$ cat src/rtl/nios_hello_pio_out.sv
// nios_hello_pio_out: Avalon-MM output PIO with a one-shot pulse register driving out_port.
// Define NIOS_HELLO_PIO_OUT_BIT_SETCLR_EN to enable atomic bit set (addr2) / clear (addr3).
module nios_hello_pio_out #(
  parameter int                    DATA_WIDTH   = 6,
  parameter logic [DATA_WIDTH-1:0] RESET_VALUE  = '0,
  parameter int                    PULSE_CYCLES = 50000
) (
  input  logic                  clk,
  input  logic                  reset,
  input  logic [1:0]            address,
  input  logic                  chipselect,
  input  logic                  write_n,
  input  logic [31:0]           writedata,
  output logic [31:0]           readdata,
  output logic [DATA_WIDTH-1:0] out_port
);
  localparam int CW = $clog2(PULSE_CYCLES + 1);
  localparam logic [CW-1:0] RELOAD = CW'(PULSE_CYCLES - 1);
  logic [DATA_WIDTH-1:0] r_data, r_mask, w_wd, w_rd;
  logic [CW-1:0]         r_cnt;
  logic [31:0]           r_rd;
  logic                  w_wr, w_pulse_wr, w_expired, w_unused;
  assign w_wr       = chipselect & ~write_n;
  assign w_wd       = writedata[DATA_WIDTH-1:0];
  assign w_pulse_wr = w_wr && address == 2'd1 && |w_wd;
  assign w_expired  = r_cnt == '0;
  assign w_rd       = address == 2'd0 ? r_data : address == 2'd1 ? r_mask : '0;
  assign w_unused   = &{1'b0, writedata};
  always_ff @(posedge clk or posedge reset)
    if (reset) r_data <= RESET_VALUE;
    else if (w_wr && address == 2'd0) r_data <= w_wd;
`ifdef NIOS_HELLO_PIO_OUT_BIT_SETCLR_EN
    else if (w_wr && address == 2'd2) r_data <= r_data | w_wd;
    else if (w_wr && address == 2'd3) r_data <= r_data & ~w_wd;
`endif
  // A write landing on the expiry edge replaces the dying mask instead of extending it.
  always_ff @(posedge clk or posedge reset)
    if (reset) begin
      r_mask <= '0;
      r_cnt  <= '0;
    end else if (w_pulse_wr) begin
      r_mask <= w_expired ? w_wd : r_mask | w_wd;
      r_cnt  <= RELOAD;
    end else if (|r_mask) begin
      r_mask <= w_expired ? '0 : r_mask;
      r_cnt  <= w_expired ? r_cnt : r_cnt - 1'b1;
    end
  always_ff @(posedge clk or posedge reset)
    if (reset) r_rd <= '0;
    else r_rd <= 32'(w_rd);
  assign readdata = r_rd;
  assign out_port = r_data | r_mask;
endmodule

$ cat config.mk
export PLATFORM = sky130hd
export DESIGN_NAME = nios_hello_pio_out
export DESIGN_NICKNAME = d
export VERILOG_FILES = /design/src/rtl/nios_hello_pio_out.sv
export SDC_FILE = /design/constraint.sdc
export NUM_CORES = 1
export LEC_CHECK = 0
export CORE_MARGIN = 1.5
export CORE_UTILIZATION = 57
export DETAILED_ROUTE_END_ITERATION = 10
export DONT_BUFFER_PORTS = 1
export GPL_TIMING_DRIVEN = 0
export PLACE_DENSITY = 0.71
export SYNTH_ARGS = -nofsm -noshare
export SYNTH_HDL_FRONTEND = slang
export SYNTH_SLANG_ARGS = --single-unit
$ cat constraint.sdc
create_clock -name clk -period 1.9 [get_ports clk]
set_clock_uncertainty 0.2 [all_clocks]
set_input_delay 0.57 -clock clk [delete_from_list [all_inputs] [get_ports clk]]
set_output_delay 0.57 -clock clk [all_outputs]
set_load 0.005 [all_outputs]
# --- After elaboration in Yosys (flattened, before gate mapping) ---
# Cells that the tools add are included.
op_classes:
  n_addsub: 1
  eq_ne: 2
  muxes: 9
  bitwise_logic: 4
  reduce_logical: 11
op_table:
  columns: ["cell", "count"]
  rows:
  - ["$mux 16", 3]
  - ["$mux 6", 6]
  - ["$logic_not 16->1", 1]
  - ["$sub 16x1->16 const B", 1]
  - ["$or 6x6->6", 2]
  - ["$reduce_or 6->1", 2]
  - ["$reduce_and 2->1", 2]
  - ["$reduce_bool 2->1", 2]
  - ["$logic_and 1x1->1", 3]
  - ["$eq 2x1->1 const B", 1]
  - ["$logic_not 2->1", 1]
  - ["$ne 2x2->1 const B", 1]
  - ["$and 1x1->1", 1]
  - ["$not 1->1", 1]
totals:
  reg_bits: 34
  in_bits: 38
  output_inout_bits: 38
  elab_cells: 31

# --- Longest topological paths before layout ---
logic_depth:
  word_depth: 6
  ltp_mapped: 8
  mapped_depth_nobuf: 6

# --- Worst setup path after synthesis ---
# OpenSTA, ideal clock, no wires.
synth_path:
  path_kind: "in2reg"
  startpoint: "input writedata[2]"
  endpoint: "register r_cnt[1]"
  setup_time_ps: 146
  t_arrival_ps: 1699
  path_slack_ps: -145
  cell_stages: 4
  path_buffers: 1
  path_cell_list: "or4_4 o31ai_4 buf_4 o311ai_0"
synth_between:
  elab_chain_cells: 4
  word_cells_on_any_way: 6
  cone_classes: "eq/ne (1); mux (1); reduce/logical (4)"
synth_lines:
  columns: ["element", "line_no", "rtl"]
  rows:
  - ["start: declaration", "13", "input logic [31:0] writedata,"]
  - ["$reduce_or 6->1 *", "25", "assign w_pulse_wr = w_wr && address == 2'd1 && |w_wd;"]
  - ["$logic_and 1x1->1 *", "25", null]
  - ["$ne 2x2->1 (no line) / $reduce_bool 2->1 (equally long branches)", null, null]
  - ["$reduce_and 2->1 (no line)", null, null]
  - ["end signal: assignment", "46", "r_cnt <= w_expired ? r_cnt : r_cnt - 1'b1;"]
  - ["end: declaration", "20", "logic [CW-1:0] r_cnt;"]
# Mark *: on every way between the ends. The rest lies on a longest branch, timed or not.
# A chain may end at the register's enable or synchronous reset.

# --- Worst setup path in the final report ---
layout_path:
  startpoint: "register r_cnt[8]"
  endpoint: "register r_cnt[5]"
layout_between:
  elab_chain_cells: 3
layout_lines:
  columns: ["element", "line_no", "rtl"]
  rows:
  - ["$logic_not 16->1", "26", "assign w_expired = r_cnt == '0;"]
  - ["$ne 2x2->1 (no line)", null, null]
  - ["$reduce_and 2->1 (no line)", null, null]
# Every way passes these cells.

==> qor.yml <==
status:
  status: "finished, violations left"
  violations: "hold timing, setup timing"
power_and_ir_drop:
  switching_share_pct: 35.0
  power_density_nw_per_um2: 903
  total_power_w: 0.00253
  pwr-share-clk_pct: 22.1
  p_comb_share_pct: 35.0
  switching_power_w: 0.000885
  p_leak_nw: 1.24
  intPower_w: 0.00164
  peakVddDrop_mv: 0.710
  power.share.sequential_pct: 42.9
clock_network:
  cts_tree: "done"
  insertion_delay_ps: 360
  clk_pin_slew_ps: 120
  cts.htree.levels: 2
  clockBufferDepth: 2
  cts_sinks: 34
  cts_buffers: 5
  clock-root-buffer: "clkbuf_4"
timing:
  rsz0062_at_grt: "yes"
  slew_viol_final: 0
  holdWs_ps: -14.6
  max_freq_ghz: 0.469
  setup_violations: 18
  tns_ps: -2580
  min_period_ps: 2130
  period_share_pct: 112
  finalWorstSetupSlack_ps: -231
  final_hold_viol_count: 19
  worstMarginPinSlew_ps: 713
  maxSlewHeadroom_pct: 52.4
layout:
  ff_latch_area_sq_um: 853
  num-fill-cells: 197
  drive_gt1_share_pct: 51.4
  final_cell_mix: "buf_4 (50), dfrtp_1 (32), conb_1 (26)"
  multi_input_area_sq_um: 1220
  final_common_cell: "buf_4"
  stdcell_count: 297
  finish.utilization_pct: 83.3
  antenna_cells: 0
  nets: 289
  syn_to_final_growth_pct: 38.7
yosys:
  syn-cell-area_sq_um: 2020
  synthDistinctLibCells: 38
  synth_seq_cells: 34
  synthArstFlopShare_pct: 100
  syn-instance-count: 187
  synth-edff-count: 0
  synth_warnings: 0
  syn-mean-instance-area_sq_um: 10.8
  ys_seq_area_share_pct: 42.2
  synth-main-ff-cell: "dfrtp_1"
routing:
  first_pass_iters: 4
  wl_per_cell_microns: 18.4
  routed-via-count: 1672
  drc: 0
  via_per_inst: 5.63
  first_iter_violations: 111
  routed_wl_microns: 5450
  antenna_left: 0
die:
  ios: 76
  initial_core_util_pct: 60.0
  die_w_microns: 62.5
  dieArea_sq_um: 3910
  row_count: 21
  fp.dieH_microns: 62.5
  core_sq_um: 3360
worst_setup_path:
  max_stage_delay_ps: 560
  r2r-start: "r_cnt[8]"
  worstPathCellList: "nor4_1 -> and4_4 -> buf_8 -> buf_8 -> o31ai_4 -> a21oi_2"
  critical_path.n_buffers_inverters: 2
  cp.arrival_ps: 2230
  critPathSlowestCell: "nor4_1"
  reg2reg_to: "r_cnt[5]"
  crit_top_cell: "buf_8"
  cp_num_cells: 6
  r2r_cells: 6
  worstPathRequired_ps: 2000
  crit_type: "reg -> reg"
  crit_path_max_fanout: 7
  r2r_slack_ps: -230
  start_kind: "register"
  end_kind: "register"
  crit_family: "simple AND/OR/NAND/NOR gates"
run:
  maxCapViolCount: 0
grt:
  overflow: 0
  grt_max_degree: 35
  grt_usage_pct: 24.5
  antenna_found_initial: 0
  grt_pass1_wl_microns: 7480
  grt_pass1_vias: 1549
placement:
  dp_hpwl_microns: 2970
  portBuffers: 0
  dp_cells: 258
  place_congestion: 0.831
hold_path:
  hold_class: "in -> async"
[kinds of logic (layout without fill, tap and decap cells)]
logic type      Yosys count  in the layout  share of synthesized area, %
buf+inv                  38             77                          14.3
simple gates             72             72                          24.1
compound gates           23             23                          9.42
mux                      18             18                          9.30
flops                    34             34                          42.2
other cells               1             26                         0.186
fa+ha+maj                 1              1                         0.620
[cell type report]
| class | count | share of cell area (%) |
|---|---|---|
| multi-input cells | 140 | 43.7 |
| flip-flops and latches | 34 | 30.5 |
| repair buffers | 31 | 10.2 |
| plain buffers | 34 | 10.1 |
| well taps | 46 | 2.06 |
| clock inverters | 3 | 1.61 |
| clock buffers | 5 | 1.34 |
| inverters | 4 | 0.536 |
[per-stage QoR]
step,setup WS [ps],cell area (sq um)
after detailed placement,-292,2180
final,-231,2800
after floorplan,-120,2130
after global routing,-292,2800
after CTS,-71.5,2470
after global placement,-259,2180
[worst register-to-register path, stage by stage (launching register included)]
cell and delay [ps]:
dfrtp_1 480, nor4_1 560, and4_4 350, buf_8 140, buf_8 130, o31ai_4 60
a21oi_2 160
[cells in the mapped netlist (2+ instances only)]
library cell,n,area [sq um]
nor4b_1,2,17.5
or2_2,6,37.5
a21oi_1,3,15.0
nand3_1,6,30.0
nor4_1,6,37.5
nand2_1,5,18.8
a22o_1,6,52.6
buf_4,28,210
dfrtp_1,34,851
o21ai_0,3,15.0
or3_1,5,31.3
nand2b_1,6,37.5
nand4_1,4,25.0
or4_2,5,43.8
mux2i_1,12,120
and2_1,2,12.5
nor3_1,3,15.0
or4_1,3,22.5
o31ai_1,7,52.6
inv_1,4,15.0
or4_4,2,22.5
mux2_2,6,67.6
nor2_1,11,41.3
nor3_4,2,32.5
buf_6,3,33.8
[sequential cells by signal, indices dropped and copies added, names as in the netlist]
name	cells
r_cnt	16
r_data	6
r_mask	6
readdata	6
[timing repair]
item / 4_1_cts / 5_1_grt
gates resized for setup: 17 / 41
hold buffers: 0 / 0
pin swaps: 10 / 19
endpoints found under the setup margin: 24 / 25
gates cloned: 2 / 1
buffers inserted: 15 / 13
[power groups by stage]
stage | clock [W] | sequential [W] | combinational (W)
finish | 0.000558 | 0.00108 | 0.000886
global route | 0.000597 | 0.00110 | 0.000952
CTS | 0.000562 | 0.00104 | 0.000632
detailed placement | 0 | 0.00107 | 0.000491
global placement | 0 | 0.00106 | 0.000469
floorplan | 0 | 0.00103 | 0.000423
[how the worst max path moves through the flow]
stage	from	end	slack, ps
2_1_floorplan	writedata[2]	r_cnt[1]	-120
3_3_place_gp	writedata[2]	r_cnt[1]	-260
3_5_place_dp	address[0]	r_cnt[15]	-290
4_1_cts	r_mask[3]	r_cnt[12]	-70
5_1_grt	r_cnt[8]	r_cnt[11]	-290
6_report	r_cnt[8]	r_cnt[5]	-230
[per-layer routing]
layer / track usage, % / share of wire, % / vias to the layer above
li1: - / - / 765
met5: 0 / 0 / -
met1: 32.2 / 40 / 810
met2: 38.4 / 52 / 84
met4: 8.33 / 1.6 / 0
met3: 7.75 / 7.0 / 13
Power figures use the tool's default switching activity.
